==> config.mk <==
export PLATFORM = sky130hd
export DESIGN_NAME = seq_divider_flat
export DESIGN_NICKNAME = d
export VERILOG_FILES = /design/src/rtl/seq_divider_if.sv /design/src/rtl/seq_divider.sv /design/src/flat_wrapper.sv
export SDC_FILE = /design/constraint.sdc
export NUM_CORES = 1
export LEC_CHECK = 0
export BUFFER_PORTS_ARGS = -buffer_cell sky130_fd_sc_hd__buf_2
export CORE_MARGIN = 3
export CORE_UTILIZATION = 30
export CTS_CLUSTER_DIAMETER = 150
export DETAILED_ROUTE_END_ITERATION = 7
export GPL_ROUTABILITY_DRIVEN = 0
export GPL_TIMING_DRIVEN = 0
export HOLD_SLACK_MARGIN = 0.06
export PLACE_DENSITY_LB_ADDON = 0.12
export SLEW_MARGIN = 20
export SYNTH_ARGS = -nofsm -noshare
export SYNTH_HDL_FRONTEND = slang
export SYNTH_SLANG_ARGS = --single-unit
==> constraint.sdc <==
create_clock -name clk -period 2.3 [get_ports clk]
set_input_delay 0.23 -clock clk [delete_from_list [all_inputs] [get_ports clk]]
set_output_delay 0.23 -clock clk [all_outputs]
set_load 0.01 [all_outputs]
==> src/rtl/seq_divider_if.sv <==
// Handshake and result bundle between the operand registers and the sequential divider.
// The master drives the request and operands. The slave returns status and results.
interface seq_divider_if #(
  parameter int N = 8
);
  logic         start_i;
  logic [N-1:0] dividend_i;
  logic [N-1:0] divisor_i;
  logic         busy_o;
  logic         done_o;
  logic [N-1:0] quotient_o;
  logic [N-1:0] remainder_o;
  logic         div_by_zero_o;

  modport master (
    output start_i, dividend_i, divisor_i,
    input  busy_o, done_o, quotient_o, remainder_o, div_by_zero_o
  );

  modport slave (
    input  start_i, dividend_i, divisor_i,
    output busy_o, done_o, quotient_o, remainder_o, div_by_zero_o
  );
endinterface

==> src/rtl/seq_divider.sv <==
// Sequential restoring divider that produces one quotient bit per clock.
// Define SEQ_DIVIDER_SIGNED_EN to divide two's complement operands with truncation toward zero.
module seq_divider #(
  parameter int N = 8
) (
  input  logic          clk,
  input  logic          rst,
  seq_divider_if.slave  bus
);
  localparam int CW = $clog2(N + 1);

  typedef enum logic [1:0] {IDLE, RUN, FIN} state_t;

  state_t        state_q, state_d;
  logic [CW-1:0] cnt_q, cnt_d;
  logic [N-1:0]  d_q, d_d;
  logic [N-1:0]  v_q, v_d;
  logic [N-1:0]  r_q, r_d;
  logic [N-1:0]  q_q, q_d;
  logic [N-1:0]  quo_q, quo_d;
  logic [N-1:0]  rem_q, rem_d;
  logic          dbz_q, dbz_d;

  logic [N:0]    trial;
  logic          fits;
  logic [N-1:0]  remStep;
  logic [N-1:0]  quoStep;
  logic [N-1:0]  opA, opB;
  logic [N-1:0]  quoRes, remRes;

`ifdef SEQ_DIVIDER_SIGNED_EN
  logic          dvdNeg_q, dvdNeg_d;
  logic          dvsNeg_q, dvsNeg_d;
`endif

  // The partial remainder is always below the divisor, so N bits hold it.
  // The trial value keeps its extra bit for the compare.
  always_comb begin
    trial   = {r_q, d_q[N-1]};
    fits    = (trial >= {1'b0, v_q});
    remStep = fits ? (trial[N-1:0] - v_q) : trial[N-1:0];
    quoStep = {q_q[N-2:0], fits};
  end

`ifdef SEQ_DIVIDER_SIGNED_EN
  // The quotient is negated only for a real division. A zero divisor keeps all ones.
  always_comb begin
    opA    = bus.dividend_i[N-1] ? (~bus.dividend_i + N'(1)) : bus.dividend_i;
    opB    = bus.divisor_i[N-1]  ? (~bus.divisor_i  + N'(1)) : bus.divisor_i;
    quoRes = ((dvdNeg_q ^ dvsNeg_q) && !dbz_q) ? (~quoStep + N'(1)) : quoStep;
    remRes = dvdNeg_q ? (~remStep + N'(1)) : remStep;
  end
`else
  always_comb begin
    opA    = bus.dividend_i;
    opB    = bus.divisor_i;
    quoRes = quoStep;
    remRes = remStep;
  end
`endif

  always_comb begin
    state_d = state_q;
    cnt_d   = cnt_q;
    d_d     = d_q;
    v_d     = v_q;
    r_d     = r_q;
    q_d     = q_q;
    quo_d   = quo_q;
    rem_d   = rem_q;
    dbz_d   = dbz_q;
`ifdef SEQ_DIVIDER_SIGNED_EN
    dvdNeg_d = dvdNeg_q;
    dvsNeg_d = dvsNeg_q;
`endif
    case (state_q)
      IDLE: begin
        if (bus.start_i) begin
          state_d = RUN;
          cnt_d   = CW'(N - 1);
          d_d     = opA;
          v_d     = opB;
          r_d     = '0;
          q_d     = '0;
          dbz_d   = (bus.divisor_i == '0);
`ifdef SEQ_DIVIDER_SIGNED_EN
          dvdNeg_d = bus.dividend_i[N-1];
          dvsNeg_d = bus.divisor_i[N-1];
`endif
        end
      end
      RUN: begin
        d_d   = d_q << 1;
        r_d   = remStep;
        q_d   = quoStep;
        cnt_d = cnt_q - CW'(1);
        // Results are loaded only on the final step, so they stay stable while the divider runs.
        if (cnt_q == '0) begin
          state_d = FIN;
          cnt_d   = '0;
          quo_d   = quoRes;
          rem_d   = remRes;
        end
      end
      FIN: begin
        state_d = IDLE;
      end
      default: begin
        state_d = IDLE;
      end
    endcase
  end

  always_ff @(posedge clk or posedge rst) begin
    if (rst) begin
      state_q <= IDLE;
      cnt_q   <= '0;
      d_q     <= '0;
      v_q     <= '0;
      r_q     <= '0;
      q_q     <= '0;
      quo_q   <= '0;
      rem_q   <= '0;
      dbz_q   <= 1'b0;
    end else begin
      state_q <= state_d;
      cnt_q   <= cnt_d;
      d_q     <= d_d;
      v_q     <= v_d;
      r_q     <= r_d;
      q_q     <= q_d;
      quo_q   <= quo_d;
      rem_q   <= rem_d;
      dbz_q   <= dbz_d;
    end
  end

`ifdef SEQ_DIVIDER_SIGNED_EN
  always_ff @(posedge clk or posedge rst) begin
    if (rst) begin
      dvdNeg_q <= 1'b0;
      dvsNeg_q <= 1'b0;
    end else begin
      dvdNeg_q <= dvdNeg_d;
      dvsNeg_q <= dvsNeg_d;
    end
  end
`endif

  assign bus.busy_o        = (state_q != IDLE);
  assign bus.done_o        = (state_q == FIN);
  assign bus.quotient_o    = quo_q;
  assign bus.remainder_o   = rem_q;
  assign bus.div_by_zero_o = dbz_q;

endmodule
==> src/flat_wrapper.sv <==
// flat-port wrapper written by rule: the top's interface ports become plain ports
module seq_divider_flat 
#(
  parameter int N = 8
)
  (clk, rst, bus_start_i, bus_dividend_i, bus_divisor_i, bus_busy_o, bus_done_o, bus_quotient_o, bus_remainder_o, bus_div_by_zero_o);
  seq_divider_if #(.N(N)) bus_i ();
  input  logic clk;
  input  logic rst;
  input wire logic [$bits(bus_i.start_i)-1:0] bus_start_i;
  input wire logic [$bits(bus_i.dividend_i)-1:0] bus_dividend_i;
  input wire logic [$bits(bus_i.divisor_i)-1:0] bus_divisor_i;
  output wire logic [$bits(bus_i.busy_o)-1:0] bus_busy_o;
  output wire logic [$bits(bus_i.done_o)-1:0] bus_done_o;
  output wire logic [$bits(bus_i.quotient_o)-1:0] bus_quotient_o;
  output wire logic [$bits(bus_i.remainder_o)-1:0] bus_remainder_o;
  output wire logic [$bits(bus_i.div_by_zero_o)-1:0] bus_div_by_zero_o;
  assign bus_i.start_i = bus_start_i;
  assign bus_i.dividend_i = bus_dividend_i;
  assign bus_i.divisor_i = bus_divisor_i;
  assign bus_busy_o = bus_i.busy_o;
  assign bus_done_o = bus_i.done_o;
  assign bus_quotient_o = bus_i.quotient_o;
  assign bus_remainder_o = bus_i.remainder_o;
  assign bus_div_by_zero_o = bus_i.div_by_zero_o;
  seq_divider #(.N(N)) u_core (.clk(clk), .rst(rst), .bus(bus_i));
endmodule
Yosys cells after proc, flatten, opt, wreduce, memory -nomap -nowiden
Cells that the tools add are included.
Widths: inputs -> output; s select.
{"block": "op_classes", "n_lt_le_gt_ge": 1, "n_mul": 0, "n_div": 0, "n_mux": 12, "n_reduce_logical": 9, "add_sub_neg": 2, "n_bitwise": 0, "n_eq_ne": 4, "shift": 0}
{"cell": "$pmux 8 s2", "count": 2}
{"cell": "$mux 8", "count": 3}
{"cell": "$pmux 7 s2", "count": 1}
{"cell": "$ge 9x8->1", "count": 1}
{"cell": "$logic_not 8->1", "count": 1}
{"cell": "$mux 4", "count": 2}
{"cell": "$pmux 4 s2", "count": 1}
{"cell": "$reduce_and 2->1", "count": 4}
{"cell": "$sub 8x8->8", "count": 1}
{"cell": "$logic_not 4->1", "count": 1}
{"cell": "$mux 2", "count": 2}
{"cell": "$pmux 2 s2", "count": 1}
{"cell": "$reduce_bool 2->1", "count": 2}
{"cell": "$sub 4x1->4 const B", "count": 1}
{"cell": "$eq 2x1->1 const B", "count": 1}
{"cell": "$eq 2x2->1 const B", "count": 1}
{"cell": "$logic_not 2->1", "count": 1}
{"cell": "$ne 2x1->1 const B", "count": 1}
{"cell": "$ne 2x2->1 const B", "count": 1}
{"block": "totals", "memories": 0, "out_inout_bits": 19, "romBits": 0, "wordCells": 37, "ram_bits": 0, "latch_bits": 0, "register_bits": 54}

Logic depth before layout (Yosys ltp)
Gate-level depths: netlist of the first run.
{"block": "depth", "ltp_word": 3, "ltp_mapped": 10, "depth_no_buf": 10}

Worst setup path before layout of the first run
No wires, ideal clock.
{"block": "synth_timing", "path_type": "register to register", "start": "register u_core.d_q[7]", "end": "register u_core.rem_q[6], in the netlist u_core.bus.remainder_o[6]", "path_stages_with_launch": 11, "synth_period_minus_slack_ps": 1978, "path_slack_ps": 322, "setup_time_ps": 82, "t_arrival_ps": 1896, "path_cell_list": "dfrtp_1 -> inv_1 -> ha_1 -> inv_1 -> fa_1 -> a211oi_1 -> o21bai_1 -> a21oi_1 -> xnor2_1 -> nand2b_2 -> a31oi_1"}
{"block": "synth_between", "elab_chain_cells": 2, "elab_cells_between_ends": 3, "cone_classes": "add/sub: 1; order compare: 1; mux: 1"}
{"element": "start, declared", "line": "seq_divider.sv:16", "source": "logic [N-1:0] d_q, d_d;"}
{"element": "start signal, assigned", "line": "seq_divider.sv:118", "source": "d_q <= '0;"}
{"element": "start signal, assigned", "line": "seq_divider.sv:128", "source": "d_q <= d_d;"}
{"element": "$sub 8x8->8 / $ge 9x8->1 (equally long branches)", "line": "seq_divider.sv:41, seq_divider.sv:40"}
{"element": "$mux 8 (*)", "line": "seq_divider.sv:41", "source": "remStep = fits ? (trial[N-1:0] - v_q) : trial[N-1:0];"}
{"element": "end signal, assigned", "line": "seq_divider.sv:133", "source": "rem_q <= rem_d;"}
{"element": "end, declared", "line": "seq_divider.sv:21", "source": "logic [N-1:0] rem_q, rem_d;"}
Mark *: on every way between the ends. The rest lies on a longest branch, timed or not.
A chain may end at the register's enable or synchronous reset.

Worst setup path after layout of the first run
{"block": "layout_timing", "start": "register u_core.r_q[5]", "end": "register u_core.r_q[1]"}
{"block": "layout_between", "elab_chain_cells": 3}
{"element": "start, declared", "line": "seq_divider.sv:18", "source": "logic [N-1:0] r_q, r_d;"}
{"element": "start signal, assigned", "line": "seq_divider.sv:130", "source": "r_q <= r_d;"}
{"element": "$ge 9x8->1", "line": "seq_divider.sv:40", "source": "fits = (trial >= {1'b0, v_q});"}
{"element": "$mux 8", "line": "seq_divider.sv:41"}
{"element": "$pmux 8 s2", "line": "seq_divider.sv:76", "source": "case (state_q)"}
Every way passes these cells.

==> results of run 1 <==
==> worst max path at each step <==
stage,start,to,slack [ns],cells after the start
2_1_floorplan,u_core.d_q[7],u_core.bus.remainder_o[6],0.32,10
3_3_place_gp,rst,u_core.d_q[4],-0.07,2
3_5_place_dp,u_core.r_q[3],u_core.bus.remainder_o[7],0.03,7
4_1_cts,u_core.r_q[3],u_core.bus.remainder_o[7],0.009,7
5_1_grt,u_core.d_q[7],u_core.bus.remainder_o[6],-0.005,10
6_report,u_core.r_q[5],u_core.r_q[1],0.12,7
==> cell usage after synthesis, drive strengths merged (2+ instances only) <==
library cell and number:
a31oi 10, nand3 8, a211oi 2, a21oi 10, mux2i 6, nor2b 3, ha 8, o21bai 2
nand2 63, or3 2, buf 3, clkbuf 10, xnor2 2, inv 14, o21ai 29, a22o 7
dfrtp 54, nor2 18, nor4 2, xor2 4, nand2b 2
==> cell type report <==
class,instances,area (sq um)
Fill cell,847,4945
Sequential cell,54,1351
Multi-Input combinational cell,187,1124
Timing Repair Buffer,40,210.2
Tap cell,102,127.6
Clock buffer,5,68.82
Buffer,13,57.56
Inverter,14,55.05
Clock inverter,3,28.78
==> power groups by stage <==
stage	logic [mW]	clock network [mW]	registers, mW
floorplan	1.92	0	1.66
global placement	2.59	0	1.66
detailed placement	2.63	0	1.67
CTS	2.64	0.609	1.65
global route	3.28	0.650	1.73
finish	2.94	0.581	1.65
==> logic make-up (layout without fill, tap and decap cells) <==
kind of cell               after synthesis  after routing  synth area share
DFF                                     54             54            0.5341
buffers and inverters                   27             75           0.04352
muxes                                    7              7           0.02819
AOI/OAI and AO/OA                       63             63            0.1568
adders and majority gates                9              9           0.04748
and+or+nand+nor                        102            102            0.1691
xor gates and xnor gates                 6              6           0.02077
==> through the flow <==
stage | total power [mW] | hold WS (ns) | TNS [ns] | area, sq um
after global placement | 4.248 | 0.4497 | -3.389 | 2843
after CTS | 4.894 | 0.1131 | 0 | 2953
final | 5.180 | 0.1239 | 0 | 3023
after global routing | 5.654 | 0.1266 | -0.005088 | 3023
after floorplan | 3.583 | 0.3354 | 0 | 2530
after detailed placement | 4.300 | 0.3907 | 0 | 2845
==> worst register-to-register path: stages (launching register included) <==
cell,delay [ns]
sky130_fd_sc_hd__dfrtp_1,0.43
sky130_fd_sc_hd__ha_1,0.36
sky130_fd_sc_hd__a21oi_1,0.17
sky130_fd_sc_hd__o21ai_2,0.09
sky130_fd_sc_hd__o41ai_2,0.40
sky130_fd_sc_hd__buf_6,0.23
sky130_fd_sc_hd__mux2i_2,0.29
sky130_fd_sc_hd__o21ai_1,0.09
==> per-layer routing <==
layer,track usage,vias to the layer above
met2,0.1885,39
met5,0,-
met1,0.1892,942
li1,-,1005
met4,0.03088,0
met3,0.02929,6
==> flip-flops by register name, summed over array words and instances (netlist names) <==
name and count:
u_core.q_q 7, u_core.v_q 8, u_core.state_q 2, u_core.bus.quotient_o 8, u_core.cnt_q 4, u_core.bus.div_by_zero_o 1, u_core.d_q 8, u_core.r_q 8
u_core.bus.remainder_o 8
==> timing repair <==
action                                  CTS  global route
hold buffers                              1             0
setup buffers                             0             2
endpoints found under the setup margin    0            12
resized for setup                         0            11
hold endpoints to repair                 54             0
==> qor.log, run 1 <==
qor: power.vdd_drop_max 0.0005972 V
qor: critical_path.cell_class_contributing_the_biggest_share_of_worst_path_delay compound AO/OA/AOI/OAI gates
qor: power.switching_share 0.4386
qor: hold_path.worst_hold_path.num_cells 3
qor: die.die_height 97.83 um
qor: cts.clk_latency 0.31 ns
qor: sta.period_minus_slack 2.175 ns
qor: cts.clkSlewWorstSetupHoldPaths 0.11 ns
qor: critical_path.cp_data_arrival_time 2.37 ns
qor: critical_path.reg2regPathDepth 7
qor: yosys.syn_area 0.002530 sq mm
qor: power.p_clk_frac 0.112
qor: cts.cts.root.buffer_cell sky130_fd_sc_hd__clkbuf_8
qor: cts.cts.path.max_buffers 2
qor: grt.initial_antenna_violation_count 0
qor: sta.timing.final.hold_violations 0
qor: sta.tightest_slew 0.6662 ns
qor: yosys.ys.warnings.count 0
qor: cts.tritoncts.num_buffers 5
qor: yosys.yosys.area.top_type sky130_fd_sc_hd__dfrtp_1
qor: cts.ctsHtreeMaxLevel 2
qor: power.p_leak 1.437 nW
qor: finish.drive_gt1_frac 0.2025
qor: placed_design.dp_hpwl 4.232 mm
qor: grt.first_pass_grt_wire_length 9.942 mm
qor: die.initial_core_util 0.3175
qor: route.drt-met1-wl 3.045 mm
qor: critical_path.startpoint_type register
qor: yosys.synth_flop_cell sky130_fd_sc_hd__dfrtp_1
qor: placed_design.io_buffer_count 37
qor: power.internal-power 2.908 mW
qor: critical_path.critical_path_required 2.49 ns
qor: route.route.met3.wl 249 um
qor: sta.layout_worst_path_cycle_share 0.9457
qor: yosys.synth_area_leaders sky130_fd_sc_hd__dfrtp_1, sky130_fd_sc_hd__nand2_1, sky130_fd_sc_hd__ha_1
qor: finish.most_common_cell_after_layout_fill_and_taps_aside sky130_fd_sc_hd__nand2_1
qor: route.drtAntennaViolNets 0
qor: hold_path.worst_hold_startpoint bus_divisor_i[0]
qor: route.drt_first_iter_violations 61
qor: die.pin_count 38
qor: route.dr.pass1.iters 4
qor: yosys.synthArstFlopShare 1.000
qor: critical_path.crit_path_cell_trace ha_1, a21oi_1, o21ai_2, o41ai_2, buf_6, mux2i_2, o21ai_1
qor: critical_path.path_class reg2reg
qor: critical_path.setup.worst_path.end_class register
qor: route.drt_drc_violations_left 0
qor: route.dr_total_vias 1992
qor: route.viasPerCell 4.766
qor: finish.final_util 0.3794
qor: die.die_area 0.009571 sq mm
qor: critical_path.worst-path-buf-inv 1
qor: power.proportion_of_power_drawn_by_flip_flops_and_latches 0.319
qor: finish.area.growth.synth_to_final 19.49%
qor: yosys.syn-instance-count 268
qor: yosys.synth_seq_area_share 0.5341
qor: finish.finish.cell_count_without_fillers 418
qor: yosys.synth.lib_cells_used.distinct 37
qor: yosys.synth.top_cell.area_share 0.5341
qor: flow_run.timing.max_cap.violations 0
qor: route.finalWirelength 5.931 mm
qor: route.uppermost_metal_layer_occupied_by_signal_nets met4
qor: critical_path.critical-path-slowest-cell sky130_fd_sc_hd__dfrtp_1
qor: placed_design.place.detailed.instances 407
qor: cts.numClockSinks 54
qor: yosys.avgSynthCellArea 9.440 sq um
qor: sta.drv_slew 0
qor: route.post_drt_wl_per_cell 14.19 um
qor: outcome.outcome complete, no violations
qor: die.die_w 97.83 um
qor: placed_design.pre_cts_ws 0.02937 ns
qor: finish.fin_nets 343
qor: hold_path.worstHoldPathType in2reg
qor: power.p_per_area 1714 mW/mm^2
qor: sta.finalClockSkew 0.008118 ns
qor: hold_path.holdPathEnd u_core.v_q[0]
qor: sta.slew-limit-headroom 0.5559
qor: critical_path.critical_path.max_stage_delay 0.43 ns
qor: critical_path.timing.rr.end u_core.r_q[1]
qor: grt.grt_pass1_vias 1922
qor: critical_path.timing.reg2reg.setup_slack 0.12 ns
qor: sta.postLayoutSetupSlackWorst 0.1249 ns
qor: sta.setup-violations-final 0
qor: grt.gr-usage-all-layers 0.1276
qor: cts.cts_tree done
qor: die.placeableCoreArea 0.007968 sq mm
qor: yosys.synth-seq-cells 54
qor: critical_path.path_max_fanout 8
qor: critical_path.regToRegStartpoint u_core.r_q[5]
qor: power.power.switching 2.272 mW
qor: sta.fmax 0.4597 GHz
qor: power.comb_power_share 0.568
qor: finish.antenna_cells_inserted 0
qor: grt.global_route.overflow_total 0
qor: grt.grt_start_max_net_pins 55
qor: route.met2_length 2.583 mm
qor: die.row_count 32
qor: finish.layout_common_cells sky130_fd_sc_hd__nand2_1, sky130_fd_sc_hd__dfrtp_1, sky130_fd_sc_hd__buf_2
qor: yosys.synth_fp_nets 296
qor: yosys.synth_enable_flop_cells 0
Power figures use the tool's default switching activity.
==> run 2, diff against run 1 <==
==> constraint.sdc (replaced) <==
create_clock -name clk -period 2.12 [get_ports clk]
set_input_delay 0.212 -clock clk [delete_from_list [all_inputs] [get_ports clk]]
set_output_delay 0.212 -clock clk [all_outputs]
set_load 0.01 [all_outputs]
==> run 2 against run 1 <==
Compared with the run above: global-route usage is 0.26 points higher; register-to-register slack worse by 0.05 ns; flip-flop and latch count did not move; critical path depth increased by 1; count of clock-buffer cells in the layout unchanged; hold slack got worse by 0.015 ns; sequential power up 9.7%; utilization grew 1.8 points.
==> qor.log, run 2 (synthesized netlist as in run 1, its figures left out) <==
qor: finish.antenna_cells_inserted 0 [unchanged]
qor: finish.fin_nets 351 [+2.3%]
qor: critical_path.reg2regPathDepth 8 [+1]
qor: route.post_drt_wl_per_cell 14.22 um [+0.22%]
qor: power.internal-power 3.472 mW [+19%]
qor: die.placeableCoreArea 0.007968 sq mm [unchanged]
qor: critical_path.path_class reg2reg
qor: critical_path.setup.worst_path.end_class register
qor: critical_path.critical-path-slowest-cell sky130_fd_sc_hd__dfrtp_1
qor: sta.timing.final.hold_violations 0 [unchanged]
qor: power.vdd_drop_max 0.0007186 V [+20%]
qor: route.dr.pass1.iters 4 [unchanged]
qor: route.drtAntennaViolNets 0 [unchanged]
qor: sta.finalClockSkew 0.009353 ns [+0.001235 ns]
qor: finish.area.growth.synth_to_final 25.12%
qor: sta.layout_worst_path_cycle_share 0.9650 [+0.01928]
qor: grt.first_pass_grt_wire_length 10.18 mm [+2.4%]
qor: power.finalPower 6.071 mW [+17%]
qor: cts.cts.root.buffer_cell sky130_fd_sc_hd__clkbuf_8
qor: outcome.outcome complete, no violations
qor: power.comb_power_share 0.598 [+0.030]
qor: finish.most_common_cell_after_layout_fill_and_taps_aside sky130_fd_sc_hd__nand2_1
qor: power.power.switching 2.600 mW [+14%]
qor: finish.drive_gt1_frac 0.2593 [+0.05673]
qor: grt.grt_start_max_net_pins 55 [unchanged]
qor: die.die_area 0.009571 sq mm [unchanged]
qor: cts.numClockSinks 54 [unchanged]
qor: sta.slew-limit-headroom 0.5577 [+0.001879]
qor: power.p_leak 1.478 nW [+2.8%]
qor: hold_path.worstHoldPathType in2reg
qor: critical_path.critical_path_required 2.30 ns [-0.19 ns]
qor: sta.tightest_slew 0.6634 ns [-0.002820 ns]
qor: route.met2_length 2.667 mm [+3.3%]
qor: sta.setup-violations-final 0 [unchanged]
qor: die.pin_count 38 [unchanged]
qor: die.die_w 97.83 um [unchanged]
qor: grt.grt_pass1_vias 1974 [+2.7%]
qor: critical_path.cp_data_arrival_time 2.23 ns [-0.14 ns]
qor: sta.period_minus_slack 2.046 ns [-0.1294 ns]
qor: power.switching_share 0.4282 [-0.01047]
qor: grt.initial_antenna_violation_count 0 [unchanged]
qor: cts.ctsHtreeMaxLevel 2 [unchanged]
qor: sta.whs 0.1091 ns [-0.01481 ns]
qor: route.drt-met1-wl 3.097 mm [+1.7%]
qor: cts.clkSlewWorstSetupHoldPaths 0.11 ns [about the same]
qor: power.p_clk_frac 0.104 [-0.008]
qor: route.route.met3.wl 238 um [-4.4%]
qor: placed_design.io_buffer_count 37 [unchanged]
qor: cts.clk_latency 0.31 ns [about the same]
qor: cts.cts.path.max_buffers 2 [unchanged]
qor: power.proportion_of_power_drawn_by_flip_flops_and_latches 0.298 [-0.021]
qor: critical_path.path_max_fanout 8 [unchanged]
qor: critical_path.critical_path.max_stage_delay 0.39 ns [-0.04 ns]
qor: cts.cts_tree done
qor: die.initial_core_util 0.3175 [unchanged]
qor: grt.gr-usage-all-layers 0.1301 [+0.002590]
qor: route.uppermost_metal_layer_occupied_by_signal_nets met4
qor: flow_run.timing.max_cap.violations 0 [unchanged]
qor: sta.fmax 0.4888 GHz [+6.3%]
qor: route.dr_total_vias 2031 [+2.0%]
qor: critical_path.startpoint_type register
qor: sta.grt_setup_unrepaired true
qor: hold_path.worst_hold_path.num_cells 3 [unchanged]
qor: grt.global_route.overflow_total 0 [unchanged]
qor: route.drt_first_iter_violations 64 [+4.9%]
qor: die.row_count 32 [unchanged]
qor: critical_path.crit_path_cell_trace inv_2, ha_4, a21oi_4, o21ai_2, o41ai_2, buf_6, mux2i_2, a21oi_1
qor: route.finalWirelength 6.058 mm [+2.1%]
qor: route.drt_drc_violations_left 0 [unchanged]
qor: sta.drv_slew 0 [unchanged]
qor: cts.tritoncts.num_buffers 5 [unchanged]
qor: placed_design.dp_hpwl 4.232 mm [unchanged]
qor: finish.layout_common_cells sky130_fd_sc_hd__nand2_1, sky130_fd_sc_hd__dfrtp_1, sky130_fd_sc_hd__buf_2
qor: die.die_height 97.83 um [unchanged]
qor: power.p_per_area 1918 mW/mm^2 [+12%]
qor: route.viasPerCell 4.768 [about the same]
run 2: routing by layer:
metal	global-route usage	vias to the layer above
met5	0	-
met4	0.03088	0
met1	0.1925	971
met2	0.1937	34
li1	-	1020
met3	0.02929	6
run 2: path summary, 6_finish.rpt:
check	from	to	slack, ns
worst min-delay path	bus_divisor_i[0]	u_core.v_q[0]	0.11
min in group asynchronous	rst	u_core.bus.remainder_o[1]	0.54
worst max register to register	u_core.v_q[4]	u_core.bus.remainder_o[5]	0.07
worst min register to register	u_core.bus.quotient_o[2]	u_core.bus.quotient_o[2]	0.48
max in group asynchronous	rst	u_core.r_q[0]	1.10
worst max-delay path	u_core.v_q[4]	u_core.bus.remainder_o[5]	0.07
run 2: layout make-up:
| type | instances | area, sq um |
|---|---|---|
| Fill cell | 824 | 4802 |
| Timing Repair Buffer | 48 | 270.3 |
| Multi-Input combinational cell | 187 | 1204 |
| Clock inverter | 3 | 28.78 |
| Tap cell | 102 | 127.6 |
| Buffer | 13 | 57.56 |
| Sequential cell | 54 | 1354 |
| Clock buffer | 5 | 68.82 |
| Inverter | 14 | 55.05 |
run 2: critical path, delay by kind of cell, from the launching register on:
kind	cells	cell delay (ns)
buffers and inverters	2	0.32
DFF	1	0.39
adders and majority gates	1	0.23
muxes	1	0.27
AOI/OAI and AO/OA	4	0.70
run 2: what timing repair did:
| action | CTS | global route |
|---|---|---|
| hold buffers | 1 | 0 |
| hold endpoints to repair | 54 | 0 |
| resized for setup | 15 | 12 |
| gates cloned | 0 | 0 |
| pin swaps | 6 | 9 |
| buffers inserted | 3 | 7 |
| endpoints found under the setup margin | 15 | 17 |
run 2: power groups by stage:
stage / Combinational [mW] / Clock [mW] / Sequential, mW
after floorplan: 2.08 / 0 / 1.81
after global placement: 2.81 / 0 / 1.80
after detailed placement: 2.86 / 0 / 1.81
after CTS: 3.27 / 0.660 / 1.81
after global routing: 4.00 / 0.705 / 1.89
final: 3.63 / 0.631 / 1.81
run 2: per-stage QoR:
stage               cells  setup slack (ns)  utilization  TNS [ns]  instance area [sq um]
floorplan             268            0.1418            -         0                   2530
global placement      407           -0.2273       0.3568    -13.27                   2843
global route          426          -0.04043       0.3973   -0.1698                   3166
CTS                   419          0.003192       0.3824         0                   3047
detailed placement    407           -0.1506       0.3571    -1.148                   2845
finish                426           0.07426       0.3973         0                   3166
==> run 3, diff against run 2 <==
--- a/config.mk
+++ b/config.mk
@@ -14,6 +14,7 @@
 export GPL_TIMING_DRIVEN = 0
 export HOLD_SLACK_MARGIN = 0.06
 export PLACE_DENSITY_LB_ADDON = 0.12
+export RECOVER_POWER = 50
 export SLEW_MARGIN = 20
 export SYNTH_ARGS = -nofsm -noshare
 export SYNTH_HDL_FRONTEND = slang
==> constraint.sdc (replaced) <==
create_clock -name clk -period 2.7 [get_ports clk]
set_input_delay 0.27 -clock clk [delete_from_list [all_inputs] [get_ports clk]]
set_output_delay 0.27 -clock clk [all_outputs]
set_load 0.01 [all_outputs]
==> run 3 against run 2 <==
Compared with the run above: the flow now finishes with violations (capacitance limit, slew limit); power shrank 33%; hold slack gained 0.056 ns; global-route usage shrank 0.27 points; cell count shrank 2.6%; critical path depth shrank 1; via count shrank 2.8%; count of clock-buffer cells in the layout is the same; first-iteration DRC count is the same.
==> qor.log, run 3 (synthesized netlist as in run 1, its figures left out) <==
qor: placed_design.pre_cts_ws 0.4294 ns [+0.5800 ns]
qor: die.placeableCoreArea 0.007968 sq mm [unchanged]
qor: finish.area.growth.synth_to_final 15.78%
qor: grt.gr-usage-all-layers 0.1274 [-0.002740]
qor: sta.fmax 0.4385 GHz [-10%]
qor: cts.clkSlewWorstSetupHoldPaths 0.11 ns [about the same]
qor: cts.tritoncts.num_buffers 5 [unchanged]
qor: sta.grt_setup_unrepaired false
qor: placed_design.io_buffer_count 37 [unchanged]
qor: die.die_height 97.83 um [unchanged]
qor: route.uppermost_metal_layer_occupied_by_signal_nets met4
qor: critical_path.startpoint_type register
qor: sta.drv_slew 55 [+55]
qor: grt.global_route.overflow_total 0 [unchanged]
qor: cts.hold_buffer_count_at_cts 0 [-1]
qor: finish.final_util 0.3676 [-0.02968]
qor: hold_path.worstHoldPathType in2reg
qor: sta.postLayoutSetupSlackWorst 0.4197 ns [+0.3454 ns]
qor: placed_design.dp_hpwl 4.232 mm [unchanged]
qor: die.die_w 97.83 um [unchanged]
qor: cts.cts_tree done
qor: finish.drive_gt1_frac 0.1406 [-0.1187]
qor: cts.cts.path.max_buffers 2 [unchanged]
qor: sta.slew-limit-headroom -0.3462 [-0.9039]
qor: grt.grt_pass1_vias 1923 [-2.6%]
qor: sta.period_minus_slack 2.280 ns [+0.2346 ns]
qor: route.dr_total_vias 1975 [-2.8%]
qor: critical_path.cp_data_arrival_time 2.48 ns [+0.25 ns]
qor: route.drtAntennaViolNets 0 [unchanged]
qor: power.p_per_area 1396 mW/mm^2 [-27%]
qor: route.dr.pass1.iters 4 [unchanged]
qor: outcome.outcome complete, but fails checks
qor: cts.ctsHtreeMaxLevel 2 [unchanged]
qor: route.viasPerCell 4.759 [-0.18%]
qor: route.met2_length 2.490 mm [-6.6%]
qor: cts.number_of_cells_upsized_or_downsized_after_cts 0 [-15]
qor: cts.post_cts_buffers 0 [-3]
qor: cts.clk_latency 0.31 ns [about the same]
qor: finish.layout_common_cells sky130_fd_sc_hd__nand2_1, sky130_fd_sc_hd__dfrtp_1, sky130_fd_sc_hd__buf_2
qor: finish.filler_cell_count 857 [+4.0%]
qor: flow_run.timing.max_cap.violations 1 [+1]
qor: outcome.failed_checks capacitance limit, slew limit
qor: route.drt_drc_violations_left 0 [unchanged]
qor: die.die_area 0.009571 sq mm [unchanged]
qor: die.row_count 32 [unchanged]
qor: cts.numClockSinks 54 [unchanged]
qor: grt.initial_antenna_violation_count 0 [unchanged]
qor: route.route.met3.wl 246 um [+3.4%]
qor: grt.first_pass_grt_wire_length 9.929 mm [-2.5%]
qor: critical_path.path_max_fanout 10 [+2]
qor: finish.fin_nets 340 [-3.1%]
qor: sta.timing.final.hold_violations 0 [unchanged]
qor: power.p_leak 1.392 nW [-5.8%]
qor: route.drt_first_iter_violations 64 [unchanged]
qor: finish.antenna_cells_inserted 0 [unchanged]
qor: critical_path.setup.worst_path.end_class register
qor: die.pin_count 38 [unchanged]
qor: sta.layout_worst_path_cycle_share 0.8446 [-0.1204]
qor: power.vdd_drop_max 0.0004913 V [-32%]
qor: sta.finalClockSkew 0.009101 ns [-0.0002516 ns]
qor: route.post_drt_wl_per_cell 14.08 um [-0.99%]
qor: sta.setup-violations-final 0 [unchanged]
qor: die.initial_core_util 0.3175 [unchanged]
qor: cts.cts.root.buffer_cell sky130_fd_sc_hd__clkbuf_8
qor: sta.fin_tns_setup 0 ns [unchanged]
qor: route.drt-met1-wl 3.052 mm [-1.5%]
qor: route.finalWirelength 5.843 mm [-3.5%]
qor: sta.tightest_slew 2.017 ns [+1.354 ns]
qor: critical_path.critical_path_required 2.90 ns [+0.60 ns]
qor: grt.grt_start_max_net_pins 55 [unchanged]
qor: critical_path.path_class reg2reg
qor: finish.most_common_cell_after_layout_fill_and_taps_aside sky130_fd_sc_hd__nand2_1
==> run 3: cell count changes in the layout (fill, tap and decap cells not counted), moves of 3 or more <==
cell / change
sky130_fd_sc_hd__buf_4: -10
sky130_fd_sc_hd__clkbuf_1: +9
sky130_fd_sc_hd__ha_4: -5
sky130_fd_sc_hd__inv_2: -3
sky130_fd_sc_hd__mux2i_1: +4
sky130_fd_sc_hd__ha_1: +6
sky130_fd_sc_hd__buf_2: -9
sky130_fd_sc_hd__inv_1: +4
==> run 3: worst max-delay path, stage by stage (launching register included) <==
cell and delay (ns):
sky130_fd_sc_hd__dfrtp_1 0.42, sky130_fd_sc_hd__ha_1 0.39, sky130_fd_sc_hd__a21oi_2 0.21, sky130_fd_sc_hd__o21ai_2 0.10, sky130_fd_sc_hd__o41ai_2 0.37, sky130_fd_sc_hd__buf_6 0.22, sky130_fd_sc_hd__mux2i_1 0.34, sky130_fd_sc_hd__o21ai_1 0.12
==> run 3: final cells by class <==
class	count	area, sq um	area share
sequential	54	1351	0.4613
multi-input combinational	187	1069	0.3648
timing repair buffer	37	173.9	0.05938
tap	102	127.6	0.04357
clock buffer	5	68.82	0.02349
buffer	13	57.56	0.01965
inverter	14	52.55	0.01794
clock inverter	3	28.78	0.009825
==> run 3: final timing paths <==
check | cells after the start | from | to | slack, ns
max | 7 | u_core.r_q[3] | u_core.bus.remainder_o[7] | 0.42
min | 3 | bus_divisor_i[0] | u_core.v_q[0] | 0.17
max reg2reg | 7 | u_core.r_q[3] | u_core.bus.remainder_o[7] | 0.42
min reg2reg | 2 | u_core.bus.quotient_o[1] | u_core.bus.quotient_o[1] | 0.48
max in group asynchronous | 2 | rst | u_core.d_q[0] | 0.93
min in group asynchronous | 2 | rst | u_core.bus.remainder_o[1] | 0.61
==> run 3: power breakdown <==
part,switching [mW],leakage [nW],internal (mW)
Clock,0.300,0.0506,0.195
Combinational,1.30,0.673,0.896
Sequential,0.219,0.669,1.18
==> run 3: through the flow <==
| stage | power (mW) | area (sq um) | cells | hold slack (ns) |
|---|---|---|---|---|
| after floorplan | 3.052 | 2530 | 268 | 0.3754 |
| after global placement | 3.618 | 2843 | 407 | 0.4574 |
| after detailed placement | 3.663 | 2845 | 407 | 0.4307 |
| after CTS | 4.168 | 2943 | 415 | 0.07384 |
| after global routing | 4.502 | 2929 | 415 | 0.1666 |
| final | 4.089 | 2929 | 415 | 0.1655 |
==> run 3: routing by layer <==
| metal | global-route usage | vias to the layer above |
|---|---|---|
| met5 | 0 | - |
| met4 | 0.03088 | 0 |
| li1 | - | 998 |
| met2 | 0.1885 | 38 |
| met3 | 0.02929 | 6 |
| met1 | 0.1887 | 933 |
